===== config.mk =====
export PLATFORM = sky130hd
export DESIGN_NAME = uart_tx_cfg
export DESIGN_NICKNAME = d
export VERILOG_FILES = /design/src/rtl/uart_pkg.sv /design/src/rtl/uart_parity_gen.sv /design/src/rtl/uart_tx_cfg.sv
export SDC_FILE = /design/constraint.sdc
export NUM_CORES = 1
export LEC_CHECK = 0
export ABC_AREA = 1
export CELL_PAD_IN_SITES_DETAIL_PLACEMENT = 0
export CELL_PAD_IN_SITES_GLOBAL_PLACEMENT = 2
export CORE_ASPECT_RATIO = 0.5
export CORE_MARGIN = 2
export CORE_UTILIZATION = 33
export DETAILED_ROUTE_END_ITERATION = 6
export PLACE_DENSITY_LB_ADDON = 0.2
export SLEW_MARGIN = 20
export SYNTH_ARGS = -nofsm -noshare
export SYNTH_HDL_FRONTEND = slang
export SYNTH_HIERARCHICAL = 1
export SYNTH_SLANG_ARGS = --single-unit

===== constraint.sdc =====
create_clock -name clk -period 3.6 [get_ports clk]
set_input_delay 0.72 -clock clk [delete_from_list [all_inputs] [get_ports clk]]
set_output_delay 0.72 -clock clk [all_outputs]
set_load 0.02 [all_outputs]

===== src/rtl/uart_pkg.sv =====
// Shared definitions for the configurable UART transmitter (and the future receiver).
// Optional feature macro: UART_TX_BREAK_EN adds the BREAK state.
package uart_pkg;

    typedef enum logic [2:0] {
        IDLE,
        START,
        DATA,
        PARITY,
        STOP,
        DONE
`ifdef UART_TX_BREAK_EN
        , BREAK
`endif
    } uart_state_e;

    localparam logic [2:0] PAR_NONE  = 3'd0;
    localparam logic [2:0] PAR_EVEN  = 3'd1;
    localparam logic [2:0] PAR_ODD   = 3'd2;
    localparam logic [2:0] PAR_MARK  = 3'd3;
    localparam logic [2:0] PAR_SPACE = 3'd4;

    localparam int MIN_DATA_BITS = 5;

    // Requested character length forced into the legal MIN..max_bits window.
    function automatic int clamp_len(input int cfg, input int max_bits);
        if (cfg < MIN_DATA_BITS) return MIN_DATA_BITS;
        if (cfg > max_bits)      return max_bits;
        return cfg;
    endfunction

    // Codes 5..7 behave as "no parity".
    function automatic logic parity_on(input logic [2:0] mode);
        return (mode == PAR_EVEN) || (mode == PAR_ODD) ||
               (mode == PAR_MARK) || (mode == PAR_SPACE);
    endfunction

    // Bit periods in one frame: start + data + optional parity + stop bits.
    function automatic int frame_len(input int len, input logic [2:0] mode,
                                     input logic stop2);
        return 1 + len + (parity_on(mode) ? 1 : 0) + (stop2 ? 2 : 1);
    endfunction

endpackage


===== src/rtl/uart_parity_gen.sv =====
// Parity bit for a character of runtime length; shared by UART TX and RX.
module uart_parity_gen
    import uart_pkg::*;
#(
    parameter int MAX_DATA_BITS = 9
) (
    input  logic [MAX_DATA_BITS-1:0] data,
    input  logic [3:0]               len,
    input  logic [2:0]               mode,
    output logic                     parity
);

    logic xor_all;

    // XOR of the low 'len' bits, then mode select.
    always_comb begin
        // NOTE: every output gets a default first, so no path leaves it unassigned and no latch is inferred.
        xor_all = 1'b0;
        parity  = 1'b0;
        for (int i = 0; i < MAX_DATA_BITS; i++) begin
            if (i < int'(len)) xor_all = xor_all ^ data[i];
        end
        case (mode)
            PAR_EVEN: parity = xor_all;
            PAR_ODD:  parity = ~xor_all;
            PAR_MARK: parity = 1'b1;
            default:  parity = 1'b0;
        endcase
    end

endmodule


===== src/rtl/uart_tx_cfg.sv =====
// Runtime-configurable UART transmitter: 5..MAX_DATA_BITS data, parity, 1/2 stop bits.
// Optional feature macro: UART_TX_BREAK_EN adds the send_break input and BREAK state.
module uart_tx_cfg
    import uart_pkg::*;
#(
    parameter int   MAX_DATA_BITS = 9,
    parameter logic DEFAULT_IDLE  = 1'b1
) (
    input  logic                     clk,
    input  logic                     rst_n,
    input  logic                     enable,
    input  logic                     baud_tick,
    input  logic [MAX_DATA_BITS-1:0] data_in,
    input  logic                     tx_valid,
    output logic                     tx_ready,
    input  logic [3:0]               cfg_data_bits,
    input  logic [2:0]               cfg_parity,
    input  logic                     cfg_stop2,
`ifdef UART_TX_BREAK_EN
    input  logic                     send_break,
`endif
    output logic                     tx,
    output logic                     busy,
    output logic                     done
);

    localparam int CNT_W = $clog2(MAX_DATA_BITS + 1);

    uart_state_e              state;
    logic [MAX_DATA_BITS-1:0] shift_reg;
    logic [CNT_W-1:0]         bit_cnt;
    logic                     stop_cnt;
    logic [3:0]               len_q;
    logic                     par_en_q;
    logic                     par_bit_q;
    logic                     stop2_q;
    logic                     tx_q;
    logic                     done_q;
`ifdef UART_TX_BREAK_EN
    logic [3:0]               brk_cnt;
`endif

    int         acc_len_i;
    logic [3:0] acc_len;
    logic       acc_par;

    assign acc_len_i = clamp_len(int'(cfg_data_bits), MAX_DATA_BITS);
    assign acc_len   = 4'(acc_len_i);

    uart_parity_gen #(.MAX_DATA_BITS(MAX_DATA_BITS)) u_parity (
        .data   (data_in),
        .len    (acc_len),
        .mode   (cfg_parity),
        .parity (acc_par)
    );

    // tx_ready is forced low while reset is asserted, independent of state.
    assign tx_ready = (state == IDLE) && enable && rst_n;
    assign busy     = (state != IDLE);
    assign tx       = tx_q;
    assign done     = done_q;

    // Frame FSM; tx is a registered decode of the current state, so it follows one cycle after entry.
    always_ff @(posedge clk or negedge rst_n) begin
        // NOTE: sequential state uses non-blocking assignments so every register samples pre-edge values.
        if (!rst_n) begin
            state     <= IDLE;
            shift_reg <= '0;
            bit_cnt   <= '0;
            stop_cnt  <= 1'b0;
            len_q     <= '0;
            par_en_q  <= 1'b0;
            par_bit_q <= 1'b0;
            stop2_q   <= 1'b0;
            tx_q      <= DEFAULT_IDLE;
            done_q    <= 1'b0;
`ifdef UART_TX_BREAK_EN
            brk_cnt   <= '0;
`endif
        end else if (!enable) begin
            // Abort: the in-flight character is dropped without a done pulse.
            state    <= IDLE;
            bit_cnt  <= '0;
            stop_cnt <= 1'b0;
            tx_q     <= DEFAULT_IDLE;
            done_q   <= 1'b0;
`ifdef UART_TX_BREAK_EN
            brk_cnt  <= '0;
`endif
        end else begin
            done_q <= 1'b0;
            case (state)
                IDLE: begin
                    tx_q <= DEFAULT_IDLE;
`ifdef UART_TX_BREAK_EN
                    if (send_break) begin
                        state   <= BREAK;
                        brk_cnt <= 4'(frame_len(acc_len_i, cfg_parity, cfg_stop2));
                    end else
`endif
                    if (tx_valid) begin
                        // A tick in this same cycle is not seen by START.
                        state     <= START;
                        shift_reg <= data_in;
                        len_q     <= acc_len;
                        par_en_q  <= parity_on(cfg_parity);
                        par_bit_q <= acc_par;
                        stop2_q   <= cfg_stop2;
                    end
                end
                START: begin
                    tx_q <= 1'b0;
                    if (baud_tick) begin
                        state   <= DATA;
                        bit_cnt <= '0;
                    end
                end
                DATA: begin
                    tx_q <= shift_reg[0];
                    if (baud_tick) begin
                        shift_reg <= {1'b0, shift_reg[MAX_DATA_BITS-1:1]};
                        if (int'(bit_cnt) == int'(len_q) - 1) begin
                            bit_cnt  <= '0;
                            stop_cnt <= 1'b0;
                            state    <= par_en_q ? PARITY : STOP;
                        end else begin
                            bit_cnt <= bit_cnt + CNT_W'(1);
                        end
                    end
                end
                PARITY: begin
                    tx_q <= par_bit_q;
                    if (baud_tick) state <= STOP;
                end
                STOP: begin
                    tx_q <= 1'b1;
                    if (baud_tick) begin
                        if (stop2_q && !stop_cnt) begin
                            stop_cnt <= 1'b1;
                        end else begin
                            stop_cnt <= 1'b0;
                            state    <= DONE;
                            done_q   <= 1'b1;
                        end
                    end
                end
                DONE: begin
                    tx_q  <= 1'b1;
                    state <= IDLE;
                end
`ifdef UART_TX_BREAK_EN
                BREAK: begin
                    // Hold low for at least one frame of ticks, then until send_break drops.
                    tx_q <= 1'b0;
                    if (baud_tick) begin
                        if (brk_cnt > 4'd1) begin
                            brk_cnt <= brk_cnt - 4'd1;
                        end else begin
                            brk_cnt <= '0;
                            if (!send_break) begin
                                state    <= STOP;
                                stop2_q  <= 1'b0;
                                stop_cnt <= 1'b0;
                            end
                        end
                    end
                end
`endif
                default: state <= IDLE;
            endcase
        end
    end

endmodule


After elaboration in Yosys (flattened, before gate mapping). Cells that the tools add are included. Widths: inputs -> output; s select.

Add/sub/neg operators: 2. Equality and inequality tests: 22. Reduce and logical (&&, ||, !) cells: 16. Bitwise logic cells: 9. Muxes and demuxes: 47. Order comparisons: 11.

Operator list (number): $mux 3 (10); $mux 4 (7); $mux 1 (22); $ne 3x3->1 const B (7); $mux 9 (2); $pmux 9 s2 (1); $lt 3x4->1 const A (4); $pmux 3 s5 (1); $eq 3x2->1 const B (4); $eq 3x3->1 const B (3); $lt 1x4->1 const A (2); $lt 2x4->1 const A (2); $pmux 4 s2 (1); $reduce_and 4->1 (2); $xor 1x1->1 (8); $reduce_and 7->1 (1); $eq 3x1->1 const B (2); $ne 3x1->1 const B (2); $reduce_and 3->1 (2); $eq 5x5->1 (1); $ne 5x2->1 const B (1); $sub 4x1->5 const B (1); $add 4x1->4 const B (1); $gt 4x4->1 const B (1); 14 further kinds (19).

Output and inout bits: 4. Logic and storage cells: 117. Register bits: 26. Input bits: 22.

Longest topological paths before layout. Gate-level depths: netlist (run 1).

Depth after elaboration: 25. Depth in mapped cells: 18. Depth with buffers taken out: 18.

Modules after synthesis. Netlist (run 1), hierarchy kept.

By module, submodules not included: uart_tx_cfg (seq. area each 651.9 um^2, area each 1585.3 um^2, times used 1, cells each 197); uart_parity_gen (seq. area each 0.0 um^2, area each 342.8 um^2, times used 1, cells each 74).

Worst setup path before layout (run 1). Ideal clock, no wire load.

Path type: input to register. From: input cfg_data_bits[2]. To: register par_bit_q. Arrival time: 1966 ps. Cell stages on the path: 17. Setup slack: 1517 ps. Buffers on the path: 0. Cell sequence: nand2_1 > nor2_1 > o21bai_1 > nor2_1 > nand2_1 > nand2_1 > nand3b_1 > nand2_1 > nand2_1 > nand2_2 > inv_1 > nand2_2 > nand2_1 > nand2_1 > nand3_2 > nand2_1 > nand2_1.

RTL lines: start, declared (line uart_tx_cfg.sv:16) `input logic [3:0] cfg_data_bits,`; end signal, assigned (line uart_tx_cfg.sv:107) `par_bit_q <= acc_par;`; end, declared (line uart_tx_cfg.sv:35) `logic par_bit_q;`.

Final worst setup path (run 1).
From: input enable. To: output tx_ready.

Word-level cells in the longest chain between the ends: 2.

RTL lines: start, declared (line uart_tx_cfg.sv:11) `input logic enable,`; $logic_and 1x1->1 (2 in a row) (line uart_tx_cfg.sv:58) `assign tx_ready = (state == IDLE) && enable && rst_n;`; end, declared (line uart_tx_cfg.sv:15) `output logic tx_ready,`.

Every way passes these cells.

==> results.py, run 1 <==
metrics = {
    "global_route": {
        "grt_max_degree": 27,
        "grt_pass1_vias": 1599,
        "antenna_found_initial": 0,
        "gr-usage-all-layers": 0.147,
        "grt_pass1_wl_um": 7650,
        "grt.overflow.total": 0,
    },
    "cells_and_area": {
        "nNetsFinal": 324,
        "fin_cells": 372,
        "largest_register_ffs": 9,
        "final_layout_size_suffix_gt1_frac": 0.154,
        "area_growth_pct": 22.3,
        "num_antenna_cells": 0,
    },
    "clock_tree": {
        "holdBufCountCts": 0,
        "cts.htree.levels": 1,
        "cts_sinks": 26,
        "cts_max_path_buffers": 2,
        "insertion_delay_ns": 0.26,
        "cts_resized": 0,
        "cts_tree": "yes",
        "clkTransAtPathRegs_ns": 0.07,
        "root_buffer": "clkbuf_16",
        "postCtsSetupRepairBufs": 0,
        "numCtsBuffers": 3,
    },
    "synth": {
        "synthTopCellsByArea": "dfrtp_1 (32%), nand2_1 (18%), nand3_1 (7.8%)",
        "ys_seq_elements": 26,
        "avgSynthCellArea_sq_um": 7.11,
        "yosysTopAreaCell": "dfrtp_1",
        "netlist_area_sq_um": 1930,
        "syn_nets": 295,
        "synth_warnings": 6,
        "seq_area_frac_synth": 0.338,
        "ys_types": 35,
        "synth_top_area_share": 0.324,
        "netlist_instances": 271,
    },
    "run": {
        "cap_viol_max_count": 0,
    },
    "timing": {
        "finClkSkew_ns": 0.00305,
        "setup_tns_ns": 0,
        "min_period_ns": 3.00,
        "final_max_slew_viol_count": 0,
        "rsz0062_at_grt": "no",
        "worstMarginPinSlew_ns": 0.596,
        "max_slew_margin": 0.603,
        "fmax_mhz": 334,
        "finalSetupViolations": 0,
        "fin_crit_sh": 0.832,
        "hold_viol": 0,
        "timing.hold.ws_ns": 0.473,
    },
    "die": {
        "die_w_um": 112,
        "die_area_sq_um": 6510,
        "start_util": 0.347,
        "die_h_um": 58.1,
        "num_rows": 19,
        "coreArea_sq_um": 5560,
        "pin_count": 26,
    },
    "drt": {
        "via_per_inst": 4.69,
        "dr.pass1.iters": 4,
        "routedWlPerCell_um": 12.1,
        "drc": 0,
        "vias": 1743,
        "drtIter0Drc": 81,
        "wl_um": 4510,
        "route.antenna.remaining_nets": 0,
    },
    "critical_path": {
        "path_buf_inv": 3,
        "crit_top_cell": "clkdlybuf4s50_1",
        "arrival_ns": 2.28,
        "reg2reg_slack_ns": 1.89,
        "startpoint_type": "input port",
        "critPathMaxStageDelay_ns": 0.64,
        "r2r_end": "state[1]",
        "worstPathCellList": "clkdlybuf4s50_1 -> inv_6 -> nor3b_1 -> clkdlybuf4s50_1",
        "slowest_stage": "clkdlybuf4s50_1",
        "cp_top_family": "buffers and inverters",
        "reg2regPathDepth": 12,
        "crit-reg2reg-launch": "len_q[0]",
        "critical_path_class": "input port to primary output",
        "cp_data_required_time_ns": 2.88,
        "crit_fanout": 9,
        "end_kind": "primary output",
        "crit_cells": 4,
    },
    "placement": {
        "routabilityCongestion": 0.798,
        "dp_cells": 368,
        "dp_hpwl_um": 3680,
        "io_buffers": 25,
    },
    "pwr": {
        "power_frac_clock": 0.205,
        "p_seq_frac": 0.306,
        "p_comb_frac": 0.488,
        "p_switching_w": 0.000660,
        "pwr_density_cell_nw_per_um2": 672,
        "switching_share": 0.417,
        "ir_drop_uv": 227,
        "intPower_w": 0.000924,
        "p_leak_nw": 1.16,
    },
    "outcome": {
        "outcome": "finished clean",
    },
    "hold_path": {
        "hold_class": "flip-flop to flip-flop",
        "min_delay_worst_endpoint": "stop_cnt",
        "min_from": "stop_cnt",
        "hold_path_depth": 2,
    },
}
[cells in the final DEF, fill, tap and decap left out, types with 2 or more instances in the layout]
master	instances
a21oi_1	6
clkbuf_16	3
clkdlybuf4s50_1	25
dfrtp_1	25
ha_1	2
inv_1	28
inv_2	5
mux2i_1	8
nand2_1	90
nand2_2	9
nand2_4	4
nand3_1	30
nand3_2	3
nand3b_1	2
nor2_1	14
nor2_2	5
nor2_4	2
nor3_1	4
o21ai_0	5
o21ai_1	3
o21ai_2	8
o21bai_1	2
o22ai_1	2
[cell type report]
type | count | area, sq um
clock buffers | 3 | 75.1
clock inverters | 1 | 30.0
fillers | 614 | 3200
inverters | 36 | 148
multi-input cells | 207 | 1100
flip-flops and latches | 26 | 652
well taps | 73 | 91.3
repair buffers | 26 | 258
[routing by layer]
metal,vias up,GRT usage,share of wire
met5,-,0,0
met4,0,0.0209,0.0058
met3,4,0.0282,0.044
met2,29,0.235,0.41
met1,781,0.215,0.54
li1,929,-,-
[cells in the mapped netlist]
cell and count:
o31ai_1 1, nor2_4 2, o22ai_1 2, ha_1 2
buf_12 1, inv_8 1, xnor2_1 1, o22ai_4 1
nand2_1 90, nor3_1 4, o21ai_1 3, o21ai_2 8
dfrtp_1 25, nand3_1 30, dfstp_2 1, inv_1 28
and2_1 1, clkinv_1 1, nor3b_1 1, nand3_2 3
o21ai_0 5, clkbuf_1 1, nand3b_1 2, a21oi_1 6
nor2_1 14, mux2i_1 8, nand2_2 9, xor2_1 1
inv_2 5, inv_6 1, nand2_4 4, nand4_1 1
nor2_2 5, o21bai_1 2, or2_2 1
[cells by family after synthesis]
group / share of synthesized area
simple gates: 0.408
buf+inv: 0.0889
compound gates: 0.101
flops: 0.338
mux: 0.0415
xor+xnor: 0.00909
fa+ha+maj: 0.0130
[worst min-delay path, cell delays in order (launching register included)]
cell	delay, ns
dfrtp_1	0.35
nand2_1	0.05
nand2_1	0.04
[how the worst max path moves through the flow]
stage,start,endpoint
after floorplan,cfg_data_bits[2],par_bit_q
after global placement,enable,tx_ready
after detailed placement,cfg_data_bits[3],par_bit_q
after CTS,enable,tx_ready
after global routing,cfg_data_bits[3],par_bit_q
final,enable,tx_ready
[metrics by stage]
step | setup WS, ns | utilization | area, sq um | power (W)
after floorplan | 1.52 | - | 1930 | 0.00109
after global placement | 0.595 | 0.405 | 2250 | 0.00127
after detailed placement | 0.554 | 0.405 | 2250 | 0.00127
after CTS | 0.590 | 0.424 | 2360 | 0.00160
after global routing | 0.447 | 0.424 | 2360 | 0.00172
final | 0.604 | 0.424 | 2360 | 0.00158
[power groups by stage]
| stage | clock [W] | sequential (W) | combinational, W |
|---|---|---|---|
| 5_1_grt | 0.000344 | 0.000502 | 0.000876 |
| 3_3_place_gp | 0 | 0.000488 | 0.000779 |
| 6_report | 0.000325 | 0.000485 | 0.000773 |
| 4_1_cts | 0.000333 | 0.000486 | 0.000782 |
| 2_1_floorplan | 0 | 0.000476 | 0.000611 |
| 3_5_place_dp | 0 | 0.000490 | 0.000780 |
Power figures use the tool's default switching activity.
==> run 2: changes to the inputs <==
CORE_UTILIZATION = 28   (was 33)
clock period = 2.7 ns   (was 3.6 ns; I/O delays follow)
==> run 2 against run 1 <==
Compared with the run above: clock skew grew 0.0027 ns; combinational power increased by 37%; first-iteration DRC count up 15%; worst hold slack gained 0.012 ns; routed wire length up 7.4%; cell count increased by 6.7%; utilization decreased by 6.0 points; critical path type unchanged; largest cell class unchanged; largest power group unchanged.
==> results.py, run 2 (synthesis results as in run 1) <==
metrics = {
    "timing": {
        "final_max_slew_viol_count": 0,
        "rsz0062_at_grt": "no",
        "worstMarginPinSlew_ns": 0.382,
        "fin_crit_sh": 0.927,
        "finalSetupViolations": 0,
        "hold_viol": 0,
        "min_period_ns": 2.50,
        "setup_tns_ns": 0,
        "finClkSkew_ns": 0.00580,
        "worst_slack_ns": 0.197,
        "max_slew_margin": 0.745,
        "fmax_mhz": 399,
    },
    "global_route": {
        "gr-usage-all-layers": 0.145,
        "antenna_found_initial": 0,
        "grt_max_degree": 27,
        "grt_pass1_vias": 1847,
        "grt.overflow.total": 0,
        "grt_pass1_wl_um": 8770,
    },
    "pwr": {
        "ir_drop_uv": 300,
        "power_frac_clock": 0.204,
        "p_comb_frac": 0.493,
        "p_switching_w": 0.000902,
        "p_leak_nw": 1.19,
        "pwr_density_cell_nw_per_um2": 884,
        "p_seq_frac": 0.303,
        "switching_share": 0.420,
        "intPower_w": 0.00124,
    },
    "cells_and_area": {
        "multiInputGateArea_sq_um": 1100,
        "area_growth_pct": 25.9,
        "largest_register_ffs": 9,
        "fin_cells": 397,
        "fillCellCount": 737,
        "num_antenna_cells": 0,
        "final_common_cell": "nand2_1",
        "final_layout_size_suffix_gt1_frac": 0.170,
        "seq_area_sq_um": 652,
        "nNetsFinal": 330,
        "final_cell_mix": "nand2_1 (90), nand3_1 (30), inv_1 (28)",
    },
    "drt": {
        "drtIter0Drc": 93,
        "routedWlPerCell_um": 12.2,
        "via_per_inst": 4.51,
        "dr.pass1.iters": 4,
        "route.antenna.remaining_nets": 0,
        "vias": 1790,
        "drc": 0,
        "wl_um": 4840,
    },
    "critical_path": {
        "cp_data_required_time_ns": 2.16,
        "critPathLaunch": "enable",
        "crit-reg2reg-launch": "len_q[0]",
        "reg2reg_slack_ns": 0.96,
        "reg2regPathDepth": 12,
        "crit_fanout": 2,
        "slowest_stage": "clkdlybuf4s50_1",
        "critical_path_class": "input port to primary output",
        "worstPathCellList": "clkdlybuf4s50_1 -> inv_6 -> nor3b_1 -> clkdlybuf4s50_1",
        "r2r_end": "state[2]",
        "critPathMaxStageDelay_ns": 0.64,
        "crit_top_cell": "clkdlybuf4s50_1",
        "end_kind": "primary output",
        "arrival_ns": 1.96,
        "startpoint_type": "input port",
    },
    "die": {
        "pin_count": 26,
        "die_area_sq_um": 7610,
        "num_rows": 21,
        "coreArea_sq_um": 6670,
        "die_w_um": 121,
        "start_util": 0.289,
        "die_h_um": 62.7,
    },
    "hold_path": {
        "min_delay_worst_endpoint": "shift_reg[2]",
        "hold_path_depth": 2,
        "min_from": "shift_reg[2]",
        "hold_class": "flip-flop to flip-flop",
    },
    "clock_tree": {
        "clkTransAtPathRegs_ns": 0.07,
        "cts_tree": "yes",
        "root_buffer": "clkbuf_16",
        "insertion_delay_ns": 0.26,
        "cts_sinks": 26,
        "postCtsSetupRepairBufs": 0,
        "cts_max_path_buffers": 2,
        "cts.htree.levels": 1,
        "cts_resized": 0,
        "holdBufCountCts": 0,
        "numCtsBuffers": 3,
    },
    "placement": {
        "routabilityCongestion": 0.782,
        "dp_cells": 393,
        "dp_slack_ns": 0.131,
        "io_buffers": 25,
        "dp_hpwl_um": 3930,
    },
    "outcome": {
        "outcome": "finished clean",
    },
    "run": {
        "cap_viol_max_count": 0,
    },
}
run 2: changes by cell type in the layout (fill, tap and decap cells not counted):
cell / before / now
buf_4: 1 / 7
run 2: per-stage QoR:
stage                      util  area, sq um  power [W]  hold slack, ns
after floorplan               -         1930    0.00145           0.244
after global placement    0.348         2320    0.00171           0.463
after detailed placement  0.348         2320    0.00172           0.475
after CTS                 0.364         2430    0.00218           0.492
after global routing      0.364         2430    0.00236           0.513
final                     0.364         2430    0.00215           0.486
run 2: power groups by stage:
| stage | Sequential, W | Clock [W] | Combinational (W) |
|---|---|---|---|
| floorplan | 0.000635 | 0 | 0.000814 |
| global placement | 0.000652 | 0 | 0.00106 |
| detailed placement | 0.000655 | 0 | 0.00107 |
| CTS | 0.000650 | 0.000459 | 0.00107 |
| global route | 0.000672 | 0.000475 | 0.00121 |
| finish | 0.000649 | 0.000439 | 0.00106 |
run 2: worst max-delay path by stage:
stage                      to  depth (start not counted)
CTS                  tx_ready                          4
floorplan           par_bit_q                         17
finish               tx_ready                          4
global placement     tx_ready                          4
detailed placement  par_bit_q                         18
global route         tx_ready                          4
run 2: cell type report:
class	count	share of cell area
multi-input cells	207	0.455
flip-flops and latches	26	0.269
repair buffers	32	0.125
inverters	36	0.0608
well taps	92	0.0474
clock buffers	3	0.0309
clock inverters	1	0.0124
run 2: worst max-delay path, delay by kind of cell:
family / cells / cell delay, ns
buffers and inverters: 3 / 1.23
and+or+nand+nor: 1 / 0.18
run 2: routing by layer:
metal / vias to the layer above / GRT usage / routed length, um
met5: - / 0 / 0
met4: 0 / 0.0374 / 27
met3: 2 / 0.0246 / 191
met2: 34 / 0.235 / 2120
met1: 813 / 0.201 / 2500
li1: 941 / - / -
==> run 3: changes to the inputs <==
CORE_UTILIZATION = 31   (was 28)
clock period = 2.8 ns   (was 2.7 ns; I/O delays follow)
==> run 3 against run 2 <==
Compared with the run above: critical path depth is the same; first-iteration DRC count shrank 8.6%; sequential cell count is the same; routed wire length shrank 4.2%; global-route usage shrank 0.16 points; clock-buffer cell count grew 1; sequential share of layout area grew 0.49 points; cell count shrank 1.8%; clock skew shrank 0.0045 ns; worst hold slack lost 0.0093 ns; power shrank 8.5%; combinational power shrank 7%.
==> results.py, run 3 (synthesis results as in run 1) <==
metrics = {
    "cells_and_area": {
        "num_antenna_cells": 0,
        "final_cell_mix": "nand2_1 (90), nand3_1 (30), inv_1 (28)",
        "nNetsFinal": 327,
        "fin_cells": 390,
        "final_common_cell": "nand2_1",
        "largest_register_ffs": 9,
        "area_growth_pct": 23.6,
        "final_layout_size_suffix_gt1_frac": 0.162,
        "fillCellCount": 652,
    },
    "timing": {
        "final_max_slew_viol_count": 0,
        "fmax_mhz": 390,
        "rsz0062_at_grt": "no",
        "fin_crit_sh": 0.915,
        "timing.hold.ws_ns": 0.476,
        "finalSetupViolations": 0,
        "worst_slack_ns": 0.237,
        "max_slew_margin": 0.575,
        "min_period_ns": 2.56,
        "hold_viol": 0,
        "setup_tns_ns": 0,
        "worstMarginPinSlew_ns": 0.638,
        "finClkSkew_ns": 0.00135,
    },
    "critical_path": {
        "crit_fanout": 9,
        "slowest_stage": "clkdlybuf4s50_1",
        "end_kind": "primary output",
        "startpoint_type": "input port",
        "cp_top_family": "buffers and inverters",
        "crit_cells": 4,
        "critPathMaxStageDelay_ns": 0.63,
        "worstPathCellList": "clkdlybuf4s50_1 -> inv_6 -> nor3b_1 -> clkdlybuf4s50_1",
        "arrival_ns": 2.00,
        "crit_top_cell": "clkdlybuf4s50_1",
        "reg2regPathDepth": 8,
        "critical_path_class": "input port to primary output",
        "cp_data_required_time_ns": 2.24,
        "path_buf_inv": 3,
    },
    "clock_tree": {
        "cts_sinks": 26,
        "cts_max_path_buffers": 2,
        "numCtsBuffers": 3,
        "insertion_delay_ns": 0.26,
        "cts.htree.levels": 1,
        "root_buffer": "clkbuf_16",
        "cts_resized": 0,
        "cts_tree": "yes",
        "holdBufCountCts": 0,
        "postCtsSetupRepairBufs": 0,
        "clkTransAtPathRegs_ns": 0.07,
    },
    "global_route": {
        "grt_pass1_vias": 1590,
        "antenna_found_initial": 0,
        "grt.overflow.total": 0,
        "grt_pass1_wl_um": 7620,
        "gr-usage-all-layers": 0.144,
        "grt_max_degree": 27,
    },
    "run": {
        "cap_viol_max_count": 0,
    },
    "drt": {
        "wl_um": 4640,
        "drc": 0,
        "routedWlPerCell_um": 11.9,
        "via_per_inst": 4.45,
        "route.antenna.remaining_nets": 0,
        "dr.pass1.iters": 4,
        "drtIter0Drc": 85,
        "vias": 1735,
    },
    "placement": {
        "dp_slack_ns": 0.206,
        "io_buffers": 25,
        "dp_hpwl_um": 3750,
        "dp_cells": 386,
        "routabilityCongestion": 0.814,
    },
    "die": {
        "start_util": 0.320,
        "die_w_um": 116,
        "die_h_um": 59.8,
        "num_rows": 20,
        "pin_count": 26,
        "die_area_sq_um": 6900,
        "coreArea_sq_um": 6030,
    },
    "pwr": {
        "p_leak_nw": 1.17,
        "pwr_density_cell_nw_per_um2": 824,
        "fin_total_pwr_w": 0.00196,
        "ir_drop_uv": 307,
    },
    "outcome": {
        "outcome": "finished clean",
    },
    "hold_path": {
        "hold_class": "flip-flop to flip-flop",
        "hold_path_depth": 2,
    },
}
run 3: report_power, final:
| group | switching (W) | internal, W |
|---|---|---|
| Combinational | 0.000605 | 0.000386 |
| Sequential | 0.000105 | 0.000519 |
| Clock | 0.000131 | 0.000219 |
| Total | 0.000840 | 0.00112 |
run 3: worst min-delay path, cell delays in order (launching register included):
cell and delay (ns):
dfrtp_1 0.34, nand2_1 0.05, nand2_1 0.05
run 3: area by class of cell:
cell class / instances / area (sq um) / share of cell area
Multi-Input combinational cell: 207 / 1100 / 0.464
Inverter: 36 / 148 / 0.0619
Tap cell: 88 / 110 / 0.0462
Sequential cell: 26 / 652 / 0.273
Clock buffer: 4 / 88.8 / 0.0373
Timing Repair Buffer: 29 / 280 / 0.118
run 3: metal layers:
metal,track usage,routed length (um),vias up
li1,-,-,928
met1,0.201,2480,778
met2,0.236,2020,27
met3,0.0294,122,2
met4,0.0207,24,0
met5,0,0,-
run 3: final timing paths:
kind | from | endpoint | slack [ns]
min in group asynchronous | rst_n | len_q[2] | 0.76
max in group asynchronous | rst_n | tx | 1.74
setup reg to reg | state[2] | shift_reg[4] | 1.10
hold reg to reg | stop_cnt | stop_cnt | 0.48
setup / recovery | enable | tx_ready | 0.24
hold / removal | stop_cnt | stop_cnt | 0.48
run 3: per-stage QoR:
| stage | instance area, sq um | util |
|---|---|---|
| after floorplan | 1930 | - |
| after global placement | 2290 | 0.380 |
| after detailed placement | 2290 | 0.380 |
| after CTS | 2380 | 0.395 |
| after global routing | 2380 | 0.395 |
| final | 2380 | 0.395 |
